===== config.mk =====
export PLATFORM = sky130hd
export DESIGN_NAME = tile_vram_arbiter
export DESIGN_NICKNAME = d
export VERILOG_FILES = /design/src/rtl/tile_vram_arbiter.sv
export SDC_FILE = /design/constraint.sdc
export NUM_CORES = 1
export LEC_CHECK = 0
export CORE_ASPECT_RATIO = 1.2
export CORE_UTILIZATION = 46
export DETAILED_ROUTE_END_ITERATION = 12
export PLACE_DENSITY_LB_ADDON = 0.05
export SLEW_MARGIN = 30
export SYNTH_ARGS = -nofsm -noshare
export SYNTH_HDL_FRONTEND = slang
export SYNTH_SLANG_ARGS = --single-unit

===== constraint.sdc =====
create_clock -name CLOCK_50 -period 1.71 [get_ports CLOCK_50]
set_input_delay 0.2565 -clock CLOCK_50 [delete_from_list [all_inputs] [get_ports CLOCK_50]]
set_output_delay 0.2565 -clock CLOCK_50 [all_outputs]
set_load 0.03 [all_outputs]

===== src/rtl/tile_vram_arbiter.sv =====
// Shares the single-port tile-map RAM between VGA tile fetches (always win) and a host req/ack port.
// Define TILE_VRAM_VBLANK_LOCK_EN to restrict host access to vertical blanking (lines 480..523).
module tile_vram_arbiter #(
   parameter int unsigned DW   = 4,
   parameter int unsigned AW   = 11,
   parameter int unsigned COLS = 40,
   parameter int unsigned ROWS = 30
) (
   input  logic          CLOCK_50,
   input  logic [3:0]    KEY,
   input  logic          p_tick,
   input  logic [9:0]    pixel_x,
   input  logic [9:0]    pixel_y,
   output logic [AW-1:0] ram_addr,
   output logic          ram_we,
   output logic [DW-1:0] ram_wdata,
   input  logic [DW-1:0] ram_rdata,
   input  logic          host_req,
   input  logic          host_we,
   input  logic [AW-1:0] host_addr,
   input  logic [DW-1:0] host_wdata,
   output logic          host_ack,
   output logic [DW-1:0] host_rdata,
   output logic [DW-1:0] tile_code
);

   typedef enum logic [1:0] {StIdle, StVid, StHwr, StHrd} bus_e;

   logic          rst;
   logic          unused_key;
   bus_e          state_q;
   logic          oor_q;
   logic          rd_pend_q;
   logic          rd_ok_q;
   logic          vid_pend_q;
   logic [DW-1:0] next_tile;
   logic [9:0]    next_line;
   logic          slot_col;
   logic          slot_line;
   logic          slot;
   logic [5:0]    row;
   logic [5:0]    col;
   logic [AW-1:0] vid_addr;
   logic          host_gate;
   logic          busy;
   logic          host_go;
   logic          in_range;
   logic          load_tile;

   assign rst        = KEY[0];
   assign unused_key = ^KEY[3:1];

   always_comb begin
      next_line = (pixel_y == 10'd524) ? 10'd0 : pixel_y + 10'd1;
      slot_col  = p_tick && (pixel_x[3:0] == 4'd13) && (pixel_x <= 10'd621) && (pixel_y < 10'd480);
      slot_line = p_tick && (pixel_x == 10'd797) && (next_line < 10'd480);
      slot      = slot_col || slot_line;
      // Column 0 of the coming line is prefetched during horizontal blanking.
      row       = slot_line ? next_line[9:4] : pixel_y[9:4];
      col       = slot_line ? 6'd0 : pixel_x[9:4] + 6'd1;
      vid_addr  = AW'(32'(row) * COLS + 32'(col));
      load_tile = p_tick && ((pixel_x[3:0] == 4'hF) || (pixel_x == 10'd799));
   end

`ifdef TILE_VRAM_VBLANK_LOCK_EN
   assign host_gate = (pixel_y >= 10'd480) && (pixel_y <= 10'd523);
`else
   assign host_gate = 1'b1;
`endif

   // A host op stays in flight from its decision cycle through its ack cycle.
   assign busy       = (state_q == StHwr) || (state_q == StHrd) || rd_pend_q;
   assign host_go    = host_req && !busy && host_gate && !slot;
   assign in_range   = 32'(host_addr) < COLS * ROWS;
   assign host_rdata = rd_ok_q ? ram_rdata : '0;

   always_ff @(posedge CLOCK_50 or posedge rst) begin
      if (rst) begin
         state_q    <= StIdle;
         oor_q      <= 1'b0;
         rd_pend_q  <= 1'b0;
         rd_ok_q    <= 1'b0;
         vid_pend_q <= 1'b0;
         next_tile  <= '0;
         tile_code  <= '0;
         ram_addr   <= '0;
         ram_we     <= 1'b0;
         ram_wdata  <= '0;
         host_ack   <= 1'b0;
      end else begin
         rd_pend_q  <= (state_q == StHrd);
         rd_ok_q    <= (state_q == StHrd) && !oor_q;
         vid_pend_q <= (state_q == StVid);
         host_ack   <= (host_go && host_we) || (state_q == StHrd);
         if (vid_pend_q) begin
            next_tile <= ram_rdata;
         end
         if (load_tile) begin
            tile_code <= next_tile;
         end
         ram_we <= 1'b0;
         oor_q  <= 1'b0;
         if (slot) begin
            state_q  <= StVid;
            ram_addr <= vid_addr;
         end else if (host_go) begin
            state_q <= host_we ? StHwr : StHrd;
            oor_q   <= !in_range;
            if (in_range) begin
               ram_addr <= host_addr;
               ram_we   <= host_we;
               if (host_we) begin
                  ram_wdata <= host_wdata;
               end
            end
         end else begin
            state_q <= StIdle;
         end
      end
   end

endmodule


# == Word-level counts from Yosys, hierarchy flattened ==
# Cells that the tools add are included.
# totals
reg_bits,31
# classes
eq_ne,8
bitwise_logic,1
n_mul,1
order_cmp,4
add_sub_neg,3
n_reduce_logical,23
n_mux,15
# op_table
cell,count
11-bit 2-to-1 mux,3
10-bit equality test (second input constant),3
10-bit by 9-bit less-than comparator with 1-bit output (second input constant),2
6-bit 2-to-1 mux,2
11-bit by 6-bit adder with 11-bit output,1
11-bit less-than comparator (second input constant),1
10-bit by 1-bit adder with 10-bit output (second input constant),1
10-bit less-or-equal comparator (second input constant),1
1-bit logical AND,10
10-bit 2-to-1 mux,1
4-bit equality test (second input constant),2
6-bit by 3-bit multiplier with 8-bit output (second input constant),1
6-bit by 1-bit adder with 6-bit output (second input constant),1
1-bit 2-to-1 mux,6
1-bit logical OR,5
2-bit equality test (second input constant),2
1-bit zero test,4
2-bit 2-to-1 mux,2
4-bit 2-to-1 mux,1
4-bit AND reduction,1
2-bit nonzero test,2
2-bit by 1-bit equality test with 1-bit output (second input constant),1
2-bit AND reduction,1
1-bit inverter,1

# == Logic depth before layout (Yosys ltp) ==
# depth
depth_word,9
mapped_depth,15
ltp_nobuf,15

# == Worst setup path before layout ==
# Ideal clock, no wire load.
# synth_path
kind,in2reg
from,in pixel_x[5]
to,reg ram_addr[10]
slack_ps,-1597
path_stages,15
t_arrival_ps,3181
cell_sequence,inv_1 > ha_1 > nand4b_1 > nor4_1 > nand3_1 > nor3_1 > a21o_1 > ha_1 > ha_1 > fa_1 > xor2_1 > nand3_1 > nor4_1 > xor2_1 > mux2i_1
# synth_between
elab_chain_len,8
# synth_lines
element,line_no,rtl
from (decl),12,"input logic [9:0] pixel_x,"
"parallel branches: the longest is 8 deep, another holds 11-bit by 6-bit adder with 11-bit output",--,
to (signal assigned),105,ram_addr <= vid_addr;
to (signal assigned),110,ram_addr <= host_addr;
to (decl),14,"output logic [AW-1:0] ram_addr,"
# Parallel ways; which one is timed is not known.
# A chain may end at the register's enable or synchronous reset.

# == Worst setup path in the final report ==
# layout_path
from,in pixel_x[9]
to,reg ram_addr[10]
# Same word-level chain as after synthesis.

==> results.json <==
{
  "outcome": "complete, but fails checks",
  "failed_checks": "negative setup slack",
  "drt_iter0_markers": 283,
  "cts_tree": "done",
  "crit_required_ns": 1.88,
  "hpwl_um": 4510,
  "clock_latency_ns": 0.30,
  "grt_first_pass_wirelength_um": 13400,
  "layoutNonFillerInstCount": 420,
  "fin_area_mm2": 0.00415,
  "port-buffer-count": 68,
  "p_per_area_mw_per_mm2": 795,
  "internal_power_mw": 2.01,
  "crit_path_start_kind": "input pin",
  "clockBufferDepth": 2,
  "route.vias.total": 2675,
  "syn2layout_area_growth_pct": 99.8,
  "min_path_type": "input pin to asynchronous set/reset pin",
  "cts_sinks": 31,
  "cp_data_arrival_time_ns": 3.72,
  "seqPwrFrac_pct": 31.2,
  "route.detailed.drc": 0,
  "synth_warnings": 0,
  "p_leak_nw": 1.88,
  "htreeDepth": 2,
  "firstDrtPassIters": 5,
  "setup_viol": 21,
  "path_max_fanout": 4,
  "antenna_found_initial": 0,
  "fp.dieW_um": 63.3,
  "p_clk_share_pct": 18.5,
  "final_layout_size_suffix_gt1_share_pct": 53.8,
  "period_share_pct": 207,
  "avgSynthCellArea_um2": 10.1,
  "syn_nets": 268,
  "core_mm2": 0.00429,
  "switchingPower_mw": 1.28,
  "place_area_mm2": 0.00340,
  "final_max_slew_viol_count": 0,
  "routed_wl_um": 11400,
  "final_hold_viol_count": 0,
  "fin_ws_ns": -1.83,
  "die_h_um": 75.6,
  "netlist_area_mm2": 0.00207,
  "crit_slowest_cell": "nor4_4",
  "dp_cells": 384,
  "rows": 26,
  "pre_cts_slack_ns": -2.13,
  "cts_root_buffer": "clkbuf_8",
  "clk_pin_slew_ns": 0.07,
  "synth_edf_count": 0,
  "track_usage_pct": 38.3,
  "ys_ff_latch": 31,
  "maxSlewHeadroom_pct": 70.6,
  "min_period_ns": 3.54,
  "fin_skew_ns": 0.00570,
  "setup-tns-final_ns": -12.87,
  "seq_area_frac_synth_pct": 37.4,
  "synth_cells": 205,
  "die-area_mm2": 0.00478,
  "diodes": 0,
  "initial_core_util_pct": 48.3,
  "fin_total_pwr_mw": 3.29,
  "synthArstFlopShare_pct": 100,
  "worst_slew_pin_slew_ns": 0.437,
  "routabilityCongestion": 0.831,
  "cp-end-kind": "register",
  "vias_per_cell": 6.37,
  "ir_worst_vdd_v": 0.000612,
  "grt.overflow.total": 0,
  "wl_per_cell_um": 27.2,
  "cts_made_buffers": 5,
  "grt_max_degree": 32,
  "sw_frac_of_total_pct": 39.0,
  "grt_setup_unrepaired": "true",
  "grt_pass1_vias": 2529,
  "ios": 72,
  "fin_nets": 427,
  "worstPathCellList": "dlygate4sd2_1, nand4b_1, nor4_4, buf_4, nand4_1, o21ai_1, o21ai_2, buf_4, ha_1, ha_4, nand3_1, and3_1, nor4_4, xor2_1, mux2i_1",
  "critPathKind": "input pin to register",
  "ys_types": 43,
  "antenna_left": 0,
  "fmax_mhz": 282,
  "cpPeakStageDelay_ns": 0.36,
  "combPwrFrac_pct": 50.3,
  "ys.flop_type": "dfrtp_1",
  "max_cap_violations": 0
}
-- power groups by stage --
| stage | clock network (mW) | registers, mW | logic, mW |
|---|---|---|---|
| after global placement | 0 | 0.987 | 1.25 |
| after CTS | 0.578 | 0.982 | 1.41 |
| after floorplan | 0 | 1.24 | 0.423 |
| after global routing | 0.634 | 1.03 | 1.70 |
| after detailed placement | 0 | 0.994 | 1.28 |
| final | 0.608 | 1.03 | 1.66 |
-- cell usage in the layout (no fill, tap or decap), types with 7 or more instances in the layout --
cell type	instances
buf_4	69
clkdlybuf4s50_1	42
buf_6	32
dfrtp_1	31
mux2i_1	13
mux2_2	9
nor2_1	9
ha_4	9
inv_1	7
xor2_1	7
-- final timing paths --
check	to	cells after the start	slack, ns	startpoint
max in group asynchronous	tile_code[0]$_DFFE_PP0P_	3	1.04	KEY[0]
worst max-delay path	ram_addr[10]$_DFFE_PP0P_	15	-1.83	pixel_x[9]
worst min-delay path	ram_addr[5]$_DFFE_PP0P_	3	0.39	KEY[0]
min in group CLOCK_50	rd_ok_q$_DFF_PP0_	1	0.42	oor_q$_DFF_PP0_
worst max register to register	ram_wdata[0]$_DFFE_PP0P_	6	-0.02	rd_pend_q$_DFF_PP0_
worst min register to register	rd_ok_q$_DFF_PP0_	1	0.42	oor_q$_DFF_PP0_
-- cells by family after synthesis --
| kind of cell | share of synthesized area, % |
|---|---|
| flops | 37.4 |
| simple gates | 17.2 |
| compound gates | 10.1 |
| fa+ha+maj | 10.4 |
| buf+inv | 3.20 |
| xor+xnor | 6.33 |
| mux | 15.4 |
-- area by class of cell --
cell class                 count  area [um^2]
clock buffer                   6         82.6
timing repair buffer         155         1410
fill                          78          149
clock inverter                 1         5.00
tap                           56         70.1
multi-input combinational    159         1740
sequential                    31          776
inverter                      12         60.1
-- synth_stat cells (2+ instances only) --
cell	instances	share of area (%)
a21o_1	2	0.72
and2_1	4	1.2
or4_1	3	1.1
o31ai_1	3	1.1
and3_1	2	0.60
mux2i_1	15	7.2
nand4b_1	2	0.84
nor2b_1	3	0.90
xor2_1	10	4.2
nand2_1	9	1.6
nor3_1	3	0.72
inv_1	11	2.0
xnor2_1	5	2.1
dfrtp_1	31	37
nor4_1	4	1.2
nand3_1	9	2.2
and4_1	2	0.84
a211oi_1	2	0.72
ha_1	14	8.4
mux2_2	15	8.1
nand4_1	4	1.2
nor2_1	16	2.9
fa_1	2	1.9
o21ai_2	2	0.84
a21oi_1	8	1.9
buf_2	2	0.48
o21ai_0	6	1.4
-- state kept, by name (all words and copies together) (netlist names) --
name and flops:
ram_addr 11, next_tile 4, ram_wdata 4, tile_code 4, state_q 2, host_ack 1
oor_q 1, ram_we 1, rd_ok_q 1, rd_pend_q 1, vid_pend_q 1
-- metal layers --
| metal | up-vias | share of wire (%) | global-route usage, % |
|---|---|---|---|
| met3 | 104 | 8.3 | 7.19 |
| met4 | 0 | 10 | 16.7 |
| met5 | - | 0 | 0 |
| met2 | 237 | 48 | 74.8 |
| li1 | 1059 | - | - |
| met1 | 1275 | 34 | 40.6 |
-- critical path: cells and delay by family --
family / cells / cell delay (ns)
simple gates: 6 / 1.41
compound gates: 2 / 0.44
xor+xnor: 1 / 0.27
mux: 1 / 0.11
buf+inv: 3 / 0.58
fa+ha+maj: 2 / 0.65
-- stage by stage --
step	hold slack, ns	util, %
3_3_place_gp	0.382	79.2
5_1_grt	0.414	96.5
3_5_place_dp	0.394	79.2
2_1_floorplan	0.356	-
6_report	0.394	96.5
4_1_cts	0.371	91.6
-- timing repair --
action / CTS / global route
hold buffers: 0 / 0
gates cloned: 1 / 0
gates resized for setup: 143 / 38
pin swaps: 45 / 33
buffers inserted: 44 / 18
setup endpoints to repair: 20 / 24
Power figures use the tool's default switching activity.
